==> src/rtl/uart16550_pkg.sv <==
// Shared definitions for the 16550 UART transmit/receive datapath.
//   TX_FIFO_DEPTH : default depth of the TX FIFO
//   TX_LVL_W      : width of a fill-level value (0..TX_FIFO_DEPTH)
//   tx_level_t    : fill-level type for the default-depth TX FIFO
package uart16550_pkg;

   localparam int TX_FIFO_DEPTH = 16;
   localparam int TX_LVL_W      = $clog2(TX_FIFO_DEPTH) + 1;

   typedef logic [TX_LVL_W-1:0] tx_level_t;

endpackage

==> src/rtl/uart16550_fifo.sv <==
// Generic circular-buffer FIFO used by the UART TX and RX paths.
// Ports:
//   clk_i, rst_ni : clock, asynchronous active-low reset
//   clr           : synchronous clear of pointers and count (wins over wr/rd)
//   wr, din       : push request and data
//   rd            : pop request (ignored while empty)
//   dout          : head entry, combinational from mem[rd_ptr]
//   count         : current fill level; count_nxt is the level after this edge
//   full, empty   : status flags
// A push while full is accepted only if a pop is accepted in the same cycle.
module uart16550_fifo #(
   parameter  int DEPTH = 16,
   parameter  int DW    = 8,
   localparam int AW    = $clog2(DEPTH),
   localparam int CW    = AW + 1
) (
   input  logic          clk_i,
   input  logic          rst_ni,
   input  logic          clr,
   input  logic          wr,
   input  logic [DW-1:0] din,
   input  logic          rd,
   output logic [DW-1:0] dout,
   output logic [CW-1:0] count,
   output logic [CW-1:0] count_nxt,
   output logic          full,
   output logic          empty
);

   logic [DW-1:0] mem [DEPTH];
   logic [AW-1:0] rd_ptr;
   logic [AW-1:0] wr_ptr;
   logic          rd_ok;
   logic          wr_ok;

   assign full  = (count == CW'(DEPTH));
   assign empty = (count == '0);
   assign dout  = mem[rd_ptr];

   assign rd_ok = rd & ~empty & ~clr;
   assign wr_ok = wr & (~full | rd_ok) & ~clr;

   always_comb begin
      count_nxt = count;
      if (clr) begin
         count_nxt = '0;
      end else begin
         case ({wr_ok, rd_ok})
            2'b10:   count_nxt = count + CW'(1);
            2'b01:   count_nxt = count - CW'(1);
            default: count_nxt = count;
         endcase
      end
   end

   always_ff @(posedge clk_i or negedge rst_ni) begin
      if (!rst_ni) begin
         rd_ptr <= '0;
         wr_ptr <= '0;
         count  <= '0;
      end else begin
         count <= count_nxt;
         if (clr) begin
            rd_ptr <= '0;
            wr_ptr <= '0;
         end else begin
            if (rd_ok) rd_ptr <= rd_ptr + AW'(1);
            if (wr_ok) wr_ptr <= wr_ptr + AW'(1);
         end
      end
   end

   // Storage is reset so the head output is a defined 0 out of reset.
   always_ff @(posedge clk_i or negedge rst_ni) begin
      if (!rst_ni) begin
         for (int i = 0; i < DEPTH; i++) mem[i] <= '0;
      end else if (wr_ok) begin
         mem[wr_ptr] <= din;
      end
   end

endmodule

==> src/rtl/uart16550_tx_ctrl.sv <==
// Transmit-side controller of the 16550 UART: owns the THR / TX FIFO,
// gates transmitter starts and produces LSR THRE/TEMT and THRE interrupt.
// Optional macro UART16550_AUTO_CTS_EN adds automatic CTS flow control.
// Ports:
//   clk_i, rst_ni  : clock, asynchronous active-low reset
//   thr_we_i/thr_d_i : THR write strobe and data
//   fifo_en_i      : FCR[0], 0 = single-byte holding register
//   tx_fifo_rst_i  : FCR[2] pulse, clears the TX FIFO
//   etbei_i        : IER THRE interrupt enable
//   iir_rd_thre_i  : IIR read while THRE is the reported source
//   pop_i          : transmitter consumed the head byte
//   sr_empty_i     : transmitter shift register empty
//   cts_ni, afe_i  : (macro only) modem CTS_n and MCR auto-flow enable
//   tx_thre_o      : 1 = transmitter may not start a character
//   d_o            : head byte
//   lsr_thre_o, lsr_temt_o : LSR[5], LSR[6]
//   thre_ip_o      : THRE interrupt pending
//   level_o        : TX FIFO fill level
module uart16550_tx_ctrl
   import uart16550_pkg::*;
#(
   parameter  int DEPTH = TX_FIFO_DEPTH,
   parameter  int DW    = 8,
   localparam int LW    = $clog2(DEPTH) + 1
) (
   input  logic          rst_ni,
   input  logic          clk_i,
   input  logic          thr_we_i,
   input  logic [DW-1:0] thr_d_i,
   input  logic          fifo_en_i,
   input  logic          tx_fifo_rst_i,
   input  logic          etbei_i,
   input  logic          iir_rd_thre_i,
   input  logic          pop_i,
   input  logic          sr_empty_i,
`ifdef UART16550_AUTO_CTS_EN
   input  logic          cts_ni,
   input  logic          afe_i,
`endif
   output logic          tx_thre_o,
   output logic [DW-1:0] d_o,
   output logic          lsr_thre_o,
   output logic          lsr_temt_o,
   output logic          thre_ip_o,
   output logic [LW-1:0] level_o
);

   logic          en_q;
   logic          etbei_q;
   logic          empty_q;
   logic          ip_q;
   logic          ip_d;
   logic          clr;
   logic [LW-1:0] cap;
   logic [LW-1:0] count;
   logic [LW-1:0] count_nxt;
   logic          full;
   logic          empty;
   logic          pop_acc;
   logic          wr_acc;
   logic          ip_set;
   logic          ip_clr;

   // A change of FIFO mode flushes the FIFO, same as an FCR[2] write.
   assign clr = tx_fifo_rst_i | (fifo_en_i ^ en_q);
   assign cap = fifo_en_i ? LW'(DEPTH) : LW'(1);

   assign pop_acc = pop_i & ~empty & ~clr;
   // At capacity a write still lands if the head leaves in the same cycle.
   assign wr_acc  = thr_we_i & ~clr & (((count < cap) & ~full) | pop_acc);

   uart16550_fifo #(
      .DEPTH (DEPTH),
      .DW    (DW)
   ) u_fifo (
      .clk_i     (clk_i),
      .rst_ni    (rst_ni),
      .clr       (clr),
      .wr        (wr_acc),
      .din       (thr_d_i),
      .rd        (pop_acc),
      .dout      (d_o),
      .count     (count),
      .count_nxt (count_nxt),
      .full      (full),
      .empty     (empty)
   );

   assign ip_set = ((count == LW'(1)) & (count_nxt == '0)) | (~etbei_q & empty);
   assign ip_clr = wr_acc | iir_rd_thre_i;

   always_comb begin
      ip_d = ip_q;
      if (!etbei_i)    ip_d = 1'b0;
      else if (ip_clr) ip_d = 1'b0;
      else if (ip_set) ip_d = 1'b1;
   end

   always_ff @(posedge clk_i or negedge rst_ni) begin
      if (!rst_ni) begin
         en_q    <= 1'b0;
         etbei_q <= 1'b0;
         empty_q <= 1'b1;
         ip_q    <= 1'b0;
      end else begin
         en_q    <= fifo_en_i;
         etbei_q <= etbei_i;
         empty_q <= (count_nxt == '0);
         ip_q    <= ip_d;
      end
   end

`ifdef UART16550_AUTO_CTS_EN
   logic cts_meta_n;
   logic cts_sync_n;

   always_ff @(posedge clk_i or negedge rst_ni) begin
      if (!rst_ni) begin
         cts_meta_n <= 1'b1;
         cts_sync_n <= 1'b1;
      end else begin
         cts_meta_n <= cts_ni;
         cts_sync_n <= cts_meta_n;
      end
   end

   // Only new starts are held; a character in flight is not affected.
   assign tx_thre_o = empty_q | (afe_i & cts_sync_n);
`else
   assign tx_thre_o = empty_q;
`endif

   assign lsr_thre_o = empty;
   assign lsr_temt_o = empty & sr_empty_i;
   assign thre_ip_o  = ip_q & etbei_i;
   assign level_o    = count;

endmodule

==> config.mk <==
export PLATFORM = sky130hd
export DESIGN_NAME = uart16550_tx_ctrl
export DESIGN_NICKNAME = d
export VERILOG_FILES = /design/src/rtl/uart16550_pkg.sv /design/src/rtl/uart16550_fifo.sv /design/src/rtl/uart16550_tx_ctrl.sv
export SDC_FILE = /design/constraint.sdc
export NUM_CORES = 1
export LEC_CHECK = 0
export BUFFER_PORTS_ARGS = -buffer_cell sky130_fd_sc_hd__buf_2
export CORE_MARGIN = 3
export CORE_UTILIZATION = 66
export CTS_CLUSTER_SIZE = 20
export DETAILED_ROUTE_END_ITERATION = 8
export PLACE_DENSITY_LB_ADDON = 0.15
export SYNTH_ARGS = -nofsm -noshare
export SYNTH_HDL_FRONTEND = slang
export SYNTH_SLANG_ARGS = --single-unit
==> constraint.sdc <==
create_clock -name clk_i -period 8.7 [get_ports clk_i]
set_input_delay 1.74 -clock clk_i [delete_from_list [all_inputs] [get_ports clk_i]]
set_output_delay 1.74 -clock clk_i [all_outputs]
set_load 0.02 [all_outputs]
==> summary.txt, run 1 <==
Synthesis
  • Syn Nets: 576
  • Post-synth EDFFs: 0
  • Register area share after synthesis: about half
  • Main flop type after synthesis: dfrtp_1
  • Area leader, netlist: dfrtp_1
  • Share of the synthesized area in the top cell type: around half
  • Synthesized instance count: 547
  • Largest cells by area after synthesis: dfrtp_1 50%, mux2_2 18%, mux2_4 5.0%
  • Post-Syn Area per Cell: 13.2 um2
  • Mapped Area: ~7200 um2
  • Distinct cells, synth: 47
  • Top-count cell post-synth: dfrtp_1
  • Yosys Warn Count: 0
  • Post-synthesis register bit count: 145
  • Commonest cells post-synth: 144 x dfrtp_1, 113 x mux2_2, 26 x o21ai_0
  • Async SR Flop Fraction: 100%

Final layout
  • Area delta synth->final: 10.5%
  • Final #Nets: 595
  • Fill count: 671
  • Share of cells above drive strength 1: 41.1%
  • Final Core Density: 76.3%
  • Storage cell area: about 3600 um2
  • Diodes inserted: 0
  • Multi-input logic area: 3380 um2

Drt
  • Routed WL: 15800 um
  • Total number of vias: 4553
  • Post-route ant nets: 0
  • Pre-Repair DR Iteration Count: 5
  • Drt drc: 0
  • Detailed Route Iter0 Violations: 412
  • Post-DR wirelength/cell: 22.1 um
  • Vias per std cell: 6.37

Power and ir drop
  • NetSw: 0.395 mW
  • Tot Pwr: around 1.6 mW
  • Sw Ratio: 24.6%
  • Sequential Power Share: 46.3%
  • Leakage: 3.69 nW
  • Worst VDD drop: 0.000141 V
  • Pwr Density: 201 nW/um2
  • Clock Power Share: between 40% and 50%
  • Logic pwr share: 11.8%
  • P_int: 1.21 mW

Clock network
  • # clock sinks: 145
  • CTS resizes: 0
  • CTS Buffer Depth: 2
  • CTS tree: yes
  • H-tree Lvls: 4
  • Clock transition at path regs: 0.06 ns
  • Worst-Skew Late Latency: 0.53 ns
  • Root Buffer: clkbuf_8
  • Setup Buffers After CTS: 0
  • Cts-stage hold buffer count: 0
  • Num CTS Buffers: 17

STA
  • Max Clock Skew: 0.00736 ns
  • Final min period: 4.57 ns
  • Final setup fails: 0
  • Fin crit share: 52.5%
  • Final setup TNS: 0 ns
  • Final slew viol count: 0
  • Final Hold Fails: 0
  • RSZ-0062 raised after global routing: no
  • FMAX: between 200 and 250 MHz
  • Worst-margin pin slew: 1.24 ns
  • Rel. slew slack: 17.6%

Place
  • HPWL Detailed: 10100 um
  • PortBufs: 33
  • Final GP Congestion: 0.849

Setup path
  • CP max FO: 26
  • Startpoint types: input port
  • Worst Path Required: 9.10 ns
  • Critical Path End Type: flop
  • CP arrival: ~5.0 ns
  • Crit Path Category: in -> reg

Floorplanning
  • FP Rows: 37
  • I/O pins: 34
  • Die height: 111 um
  • Core ar.: ~10000 um2
  • Starting Density: 69.0%
  • Die area: approximately 12000 um2
  • Die W: about 110 um

Run
  • Maxcap violations: 0

Status
  • Status: finished, final reports clean

Worst hold path
  • Worst min path class: reg -> reg

Global routing
  • Overflow after GRT: 0
  • Largest net degree at the start of global routing: 78
  • Vias in the first global route: 5112
  • Wire length of the first global-routing pass: 26100 um
  • Total GRT Usage: 27.1%
  • Initial antenna violation count: 0
sequential cells by signal, indices dropped and copies added (netlist names):
name           flops
tx_thre_o          1
u_fifo.mem       128
ip_q               1
etbei_q            1
en_q               1
u_fifo.count       5
u_fifo.rd_ptr      4
u_fifo.wr_ptr      4
placed cells by master (no fill, tap or decap), types with 16 or more instances in the layout:
cell       synthesis  final
a21oi_1           16     16
buf_2              7     32
clkbuf_16          0     16
dfrtp_1          144    143
mux2_2           113    113
mux2_4            24     24
mux2i_1           24     24
mux4_2            16     16
nand2_1           21     21
o21ai_0           26     26
worst max-delay path: stages:
cell and delay (ns):
buf_2 0.13, xor2_1 0.31, a2111oi_1 0.11, a22oi_2 1.02, ha_1 0.55, or4_1 0.44, o21ai_0 0.18, a222oi_1 0.12
a41oi_1 0.24, o21ai_0 0.13
stage by stage:
| step | cells | setup slack [ns] | cell area, um2 | hold slack, ns |
|---|---|---|---|---|
| after floorplan | 547 | 4.22 | 7220 | 0.474 |
| after global placement | 683 | 3.83 | 7430 | 0.482 |
| after detailed placement | 683 | 3.62 | 7430 | 0.491 |
| after CTS | 715 | 4.14 | 7980 | 0.507 |
| after global routing | 715 | 3.83 | 7980 | 0.514 |
| final | 715 | 4.13 | 7980 | 0.504 |
power by group through the flow:
stage	Clock [mW]	Sequential [mW]	Combinational [mW]
floorplan	0	0.745	0.132
global placement	0	0.749	0.181
detailed placement	0	0.753	0.189
CTS	0.677	0.743	0.191
global route	0.708	0.749	0.205
finish	0.672	0.744	0.190
routing by layer:
layer  track usage, %  part of all wire [%]
met3             5.42                   4.2
met5                0                     0
met2             45.6                    51
met1             34.0                    42
met4             12.1                   2.9
cell families (layout without fill, tap and decap cells):
kind of cell / count (synthesis) / after routing / synth area share (%)
flip-flops: 145 / 145 / 50.3
XOR/XNOR: 4 / 4 / 0.485
adder cells (fa/ha/maj): 12 / 12 / 2.08
buffers and inverters: 50 / 82 / 2.93
AND/OR/NAND/NOR: 86 / 86 / 6.79
multiplexers: 177 / 177 / 30.9
AO/OA/AOI/OAI: 73 / 73 / 6.53
final timing paths:
check                      slack (ns)  depth (start not counted)             from              to
max                              4.13                         10        fifo_en_i            ip_q
min                              0.50                          1   u_fifo.mem[55]  u_fifo.mem[55]
max reg2reg                      4.46                         12  u_fifo.count[0]            ip_q
min reg2reg                      0.50                          1   u_fifo.mem[55]  u_fifo.mem[55]
max in group asynchronous        6.09                          2           rst_ni  u_fifo.mem[63]
min in group asynchronous        1.22                          1           rst_ni   u_fifo.mem[2]
area by class of cell:
type                            count  share of cell area, %
Clock inverter                     10                   1.07
Sequential cell                   145                   45.5
Clock buffer                       22                   5.80
Multi-Input combinational cell    352                   42.4
Inverter                           13                  0.611
Tap cell                          136                   2.13
Timing Repair Buffer               37                   2.52
(Power assumes the default switching activity.)
==> run 2, diff against run 1 <==
CORE_UTILIZATION = 56   (was 66)
clock period = 4.1 ns   (was 8.7 ns; I/O delays follow)
==> summary.txt, run 2 (same netlist as run 1, synthesis figures left out) <==
Status
  • Status: finished, final reports clean

Setup path
  • CP max FO: 14 (-46%)
  • Crit path buffers/inverters: 1 (unchanged)
  • Crit-path slowest cell: dfrtp_1
  • CP cell instances: inv_1 -> ha_1 -> and2_1 -> a2111oi_1 -> a22oi_2 -> ha_1 -> nor2_1 -> mux2_2 -> a222oi_1 -> a41oi_1 -> o21ai_0
  • Critical Path End Type: flop
  • Critical path's top delay family: compound AO/OA/AOI/OAI gates
  • Worst Path Required: 4.44 ns (-4.66 ns)
  • Crit Path Category: reg -> reg
  • Crit path largest cell delay: 0.59 ns (-0.43 ns)
  • CP most frequent cell: ha_1
  • Startpoint types: flop
  • CP arrival: 3.86 ns (-1.11 ns)

Floorplanning
  • Die area: 14300 um2 (+17%)
  • FP Rows: 40 (+8.1%)
  • Core ar.: 12300 um2 (+18%)
  • Die W: 120 um (+8.1%)
  • Starting Density: 58.7% (-10 points)
  • Die height: 120 um (+8.1%)
  • I/O pins: 34 (unchanged)

Final layout
  • Fill count: 954 (+42%)
  • Area delta synth->final: 12.2%
  • Diodes inserted: 0 (unchanged)
  • Number of flip-flops under the largest register name: 128 (unchanged)
  • Share of cells above drive strength 1: 41.4% (+0.33 points)
  • Largest regs: u_fifo.mem x128, u_fifo.count x5
  • Commonest non-fill, non-tap cell in the layout: dfrtp_1
  • Reg with most FFs: u_fifo.mem
  • Most frequent cells in the layout: 143 x dfrtp_1, 113 x mux2_2, 32 x buf_2
  • Final #Nets: 600 (+0.84%)
  • Final Core Density: 65.8% (-10 points)

Power and ir drop
  • Tot Pwr: 3.50 mW (+120%)
  • Clock Power Share: 43.6% (+1.8 points)
  • Worst VDD drop: 0.000292 V (+110%)
  • NetSw: 0.838 mW (+110%)
  • Sw Ratio: 23.9% (-0.71 points)
  • Leakage: 3.75 nW (+1.4%)
  • Sequential Power Share: 45.0% (-1.3 points)
  • Pwr Density: 432 nW/um2 (+110%)
  • Logic pwr share: 11.4% (-0.4 points)
  • P_int: 2.66 mW (+120%)

Global routing
  • Largest net degree at the start of global routing: 107 (+37%)
  • Wire length of the first global-routing pass: 25900 um (-0.82%)
  • Vias in the first global route: 4614 (-9.7%)
  • Total GRT Usage: 23.7% (-3.4 points)
  • Initial antenna violation count: 0 (unchanged)
  • Overflow after GRT: 0 (unchanged)

Clock network
  • H-tree Lvls: 4 (unchanged)
  • Cts-stage hold buffer count: 0 (unchanged)
  • Root Buffer: clkbuf_16
  • Worst-Skew Late Latency: 0.42 ns (-0.11 ns)
  • CTS tree: yes
  • CTS Buffer Depth: 2 (unchanged)
  • Clock transition at path regs: 0.06 ns (about the same)
  • Num CTS Buffers: 17 (unchanged)
  • Setup Buffers After CTS: 0 (unchanged)
  • CTS resizes: 0 (unchanged)
  • # clock sinks: 145 (unchanged)

Drt
  • Total number of vias: 4466 (-1.9%)
  • Detailed Route Iter0 Violations: 318 (-23%)
  • Pre-Repair DR Iteration Count: 5 (unchanged)
  • Routed WL: 15900 um (+0.99%)
  • Drt drc: 0 (unchanged)
  • Vias per std cell: 5.94 (-6.7%)
  • Post-route ant nets: 0 (unchanged)
  • Post-DR wirelength/cell: 21.2 um (-4.0%)

Place
  • Final GP Congestion: 0.867 (+2.2%)
  • Setup WS pre-CTS: 0.412 ns (-3.21 ns)
  • HPWL Detailed: 10400 um (+3.1%)
  • PortBufs: 33 (unchanged)

STA
  • Final min period: ~3.5 ns
  • RSZ-0062 raised after global routing: no
  • Max Clock Skew: 0.00781 ns (+0.000457 ns)
  • Final worst slack: 0.576 ns (-3.56 ns)
  • Final setup TNS: 0 ns (unchanged)
  • Worst-margin pin slew: 1.01 ns (-0.223 ns)
  • Final setup fails: 0 (unchanged)
  • FMAX: 284 MHz
  • Final slew viol count: 0 (unchanged)
  • Fin crit share: a little under nine tenths
  • Final Hold Fails: 0 (unchanged)
  • Rel. slew slack: 32.5% (+15 points)

Worst hold path
  • Worst min path class: in -> async

Run
  • Maxcap violations: 0 (unchanged)
run 2: worst paths after layout:
| kind | start | end | slack (ns) | cells past startpoint |
|---|---|---|---|---|
| worst max-delay path | u_fifo.count[0] | ip_q | 0.58 | 11 |
| worst min-delay path | rst_ni | u_fifo.mem[7] | 0.48 | 1 |
| max in group asynchronous | rst_ni | u_fifo.mem[66] | 2.65 | 2 |
| worst max register to register | u_fifo.count[0] | ip_q | 0.58 | 11 |
| min in group clk_i | u_fifo.mem[15] | u_fifo.mem[15] | 0.50 | 1 |
| worst min register to register | u_fifo.mem[15] | u_fifo.mem[15] | 0.50 | 1 |
run 2: area by class of cell:
class	instances	area, um2	area share [%]
Sequential cell	145	3630	44.8
Multi-Input combinational cell	352	3380	41.7
Clock buffer	23	478	5.90
Timing Repair Buffer	42	251	3.10
Tap cell	168	210	2.59
Clock inverter	9	105	1.30
Inverter	13	48.8	0.602
run 2: power by group through the flow:
stage	clock network (mW)	registers (mW)	logic [mW]
global route	1.62	1.58	0.434
floorplan	0	1.58	0.280
detailed placement	0	1.60	0.402
finish	1.53	1.58	0.399
CTS	1.55	1.57	0.402
global placement	0	1.59	0.388
run 2: per-layer routing:
layer	track usage [%]	part of all wire (%)
met5	0	0
met4	6.01	1.2
met3	5.80	3.1
met2	37.6	49
met1	33.2	47
run 2: through the flow:
| stage | hold WS [ns] | area [um2] | std cells |
|---|---|---|---|
| after global placement | 0.483 | 7520 | 720 |
| after global routing | 0.513 | 8110 | 752 |
| after floorplan | 0.474 | 7220 | 547 |
| final | 0.481 | 8110 | 752 |
| after detailed placement | 0.488 | 7520 | 720 |
| after CTS | 0.503 | 8110 | 752 |
run 2: worst register-to-register path, cell delays in order (launching register included):
cell       delay [ns]
dfrtp_1          0.59
inv_1            0.12
ha_1             0.23
and2_1           0.17
a2111oi_1        0.48
a22oi_2          0.16
ha_1             0.56
nor2_1           0.07
mux2_2           0.26
a222oi_1         0.38
a41oi_1          0.21
o21ai_0          0.20
==> run 3, diff against run 2 <==
BUFFER_PORTS_ARGS = default   (was -buffer_cell sky130_fd_sc_hd__buf_2)
CORE_UTILIZATION = 58   (was 56)
DONT_BUFFER_PORTS = 1   (was default)
==> summary.txt, run 3 (same netlist as run 1, synthesis figures left out) <==
Final layout
  • Area delta synth->final: 10.4%
  • Share of cells above drive strength 1: 37.8% (-3.6 points)
  • Diodes inserted: 0 (unchanged)
  • Largest regs: u_fifo.mem x128, u_fifo.count x5
  • Reg with most FFs: u_fifo.mem
  • Most frequent cells in the layout: 143 x dfrtp_1, 113 x mux2_2, 26 x o21ai_0
  • Number of flip-flops under the largest register name: 128 (unchanged)
  • Final Core Density: 65.8% (about the same)
  • Final #Nets: 564 (-6.0%)
  • Commonest non-fill, non-tap cell in the layout: dfrtp_1
  • Cell Count, Final, Fillers Out: 715 (-4.9%)
  • Post-Layout Inst Area: 7970 um2 (-1.7%)

STA
  • Worst-margin pin slew: 0.715 ns (-0.297 ns)
  • Final setup TNS: 0 ns (unchanged)
  • Final min period: 3.51 ns (-0.00957 ns)
  • Max Clock Skew: 0.00627 ns (-0.00155 ns)
  • Final hold slack: 0.0927 ns (-0.389 ns)
  • Final slew viol count: 0 (unchanged)
  • Final worst slack: 0.586 ns (+0.00957 ns)
  • Final setup fails: 0 (unchanged)
  • Fin crit share: 85.7% (-0.23 points)
  • FMAX: 285 MHz (+0.27%)
  • Final Hold Fails: 0 (unchanged)
  • Rel. slew slack: 52.3% (+20 points)
  • RSZ-0062 raised after global routing: no

Clock network
  • Worst-Skew Late Latency: 0.42 ns (about the same)
  • Clock transition at path regs: 0.06 ns (about the same)
  • CTS Buffer Depth: 2 (unchanged)
  • # clock sinks: 145 (unchanged)
  • CTS resizes: 0 (unchanged)
  • H-tree Lvls: 4 (unchanged)
  • Cts-stage hold buffer count: 0 (unchanged)
  • Root Buffer: clkbuf_16
  • Num CTS Buffers: 17 (unchanged)
  • CTS tree: yes
  • Setup Buffers After CTS: 0 (unchanged)

Run
  • Maxcap violations: 0 (unchanged)

Power and ir drop
  • Worst VDD drop: 0.000262 V (-10%)
  • Leakage: 3.62 nW (-3.5%)
  • Pwr Density: 448 nW/um2 (+3.7%)
  • Tot Pwr: 3.57 mW (+2.0%)

Place
  • Final GP Congestion: 0.797 (-8.1%)
  • Placed Cells: 684 (-5.0%)
  • PortBufs: 0 (-100%)
  • HPWL Detailed: 9790 um (-6.0%)
  • Placed Area: 7330 um2 (-2.6%)
  • Setup WS pre-CTS: 0.605 ns (+0.193 ns)

Global routing
  • Largest net degree at the start of global routing: 146 (+36%)
  • Initial antenna violation count: 0 (unchanged)
  • Vias in the first global route: 4703 (+1.9%)
  • Total GRT Usage: 23.7% (-0.068 points)
  • Overflow after GRT: 0 (unchanged)
  • Wire length of the first global-routing pass: 25500 um (-1.4%)

Setup path
  • CP arrival: 3.86 ns (about the same)
  • CP max FO: 25 (+11)
  • Startpoint types: flop
  • Worst Path Required: 4.45 ns (about the same)
  • Critical Path End Type: flop
  • Crit Path Category: reg -> reg

Drt
  • Routed WL: 15100 um (-5.0%)
  • Pre-Repair DR Iteration Count: 5 (unchanged)
  • Vias per std cell: 6.15 (+3.5%)
  • Total number of vias: 4396 (-1.6%)
  • Detailed Route Iter0 Violations: 270 (-15%)
  • Post-DR wirelength/cell: 21.2 um (about the same)
  • Drt drc: 0 (unchanged)
  • Post-route ant nets: 0 (unchanged)

Floorplanning
  • Die area: 13800 um2 (-3.3%)
  • Die height: 118 um (-1.7%)
  • Core ar.: 12100 um2 (-1.6%)
  • FP Rows: 40 (unchanged)
  • I/O pins: 34 (unchanged)
  • Starting Density: 59.6% (+0.97 points)
  • Die W: 118 um (-1.7%)

Worst hold path
  • Worst min path class: in -> async

Status
  • Status: finished, final reports clean
## run 3: worst max-delay path, cell delays in order (launching register included)
cell and delay [ns]:
dfrtp_1 0.52, inv_1 0.18, ha_1 0.18, or4b_1 0.52
inv_2 0.17, nor4b_2 0.09, a22oi_2 0.16, buf_4 0.32
inv_1 0.08, ha_1 0.29, nor2b_1 0.19, a221oi_1 0.29
a211oi_1 0.10, nand4bb_1 0.20, o21ai_0 0.15
## run 3: per-layer routing
metal | up-vias | part of all wire (%) | GRT usage, %
li1 | 1979 | - | -
met1 | 2289 | 44 | 30.9
met2 | 105 | 50 | 38.4
met3 | 23 | 4.5 | 6.34
met4 | 0 | 2.0 | 8.50
met5 | - | 0 | 0
## run 3: worst paths after layout
| kind | start | endpoint | slack, ns | cells after the start |
|---|---|---|---|---|
| setup reg to reg | u_fifo.count[1] | ip_q | 0.59 | 14 |
| max in group asynchronous | rst_ni | u_fifo.mem[35] | 3.79 | 0 |
| min in group clk_i | fifo_en_i | en_q | 0.42 | 0 |
| setup / recovery | u_fifo.count[1] | ip_q | 0.59 | 14 |
| hold reg to reg | u_fifo.mem[10] | u_fifo.mem[10] | 0.50 | 1 |
| hold / removal | rst_ni | u_fifo.mem[29] | 0.09 | 0 |
## run 3: power breakdown
group	internal, mW	total [mW]	switching (mW)
Combinational	0.172	0.310	0.138
Clock	1.10	1.69	0.585
Sequential	1.52	1.58	0.0535
Total	2.80	3.57	0.776
## run 3: layout make-up
class,count,area [um2]
Sequential cell,145,3630
Timing Repair Buffer,6,57.6
Tap cell,168,210
Multi-Input combinational cell,352,3380
Clock inverter,11,185
Fill cell,913,4140
Inverter,13,48.8
Clock buffer,20,457
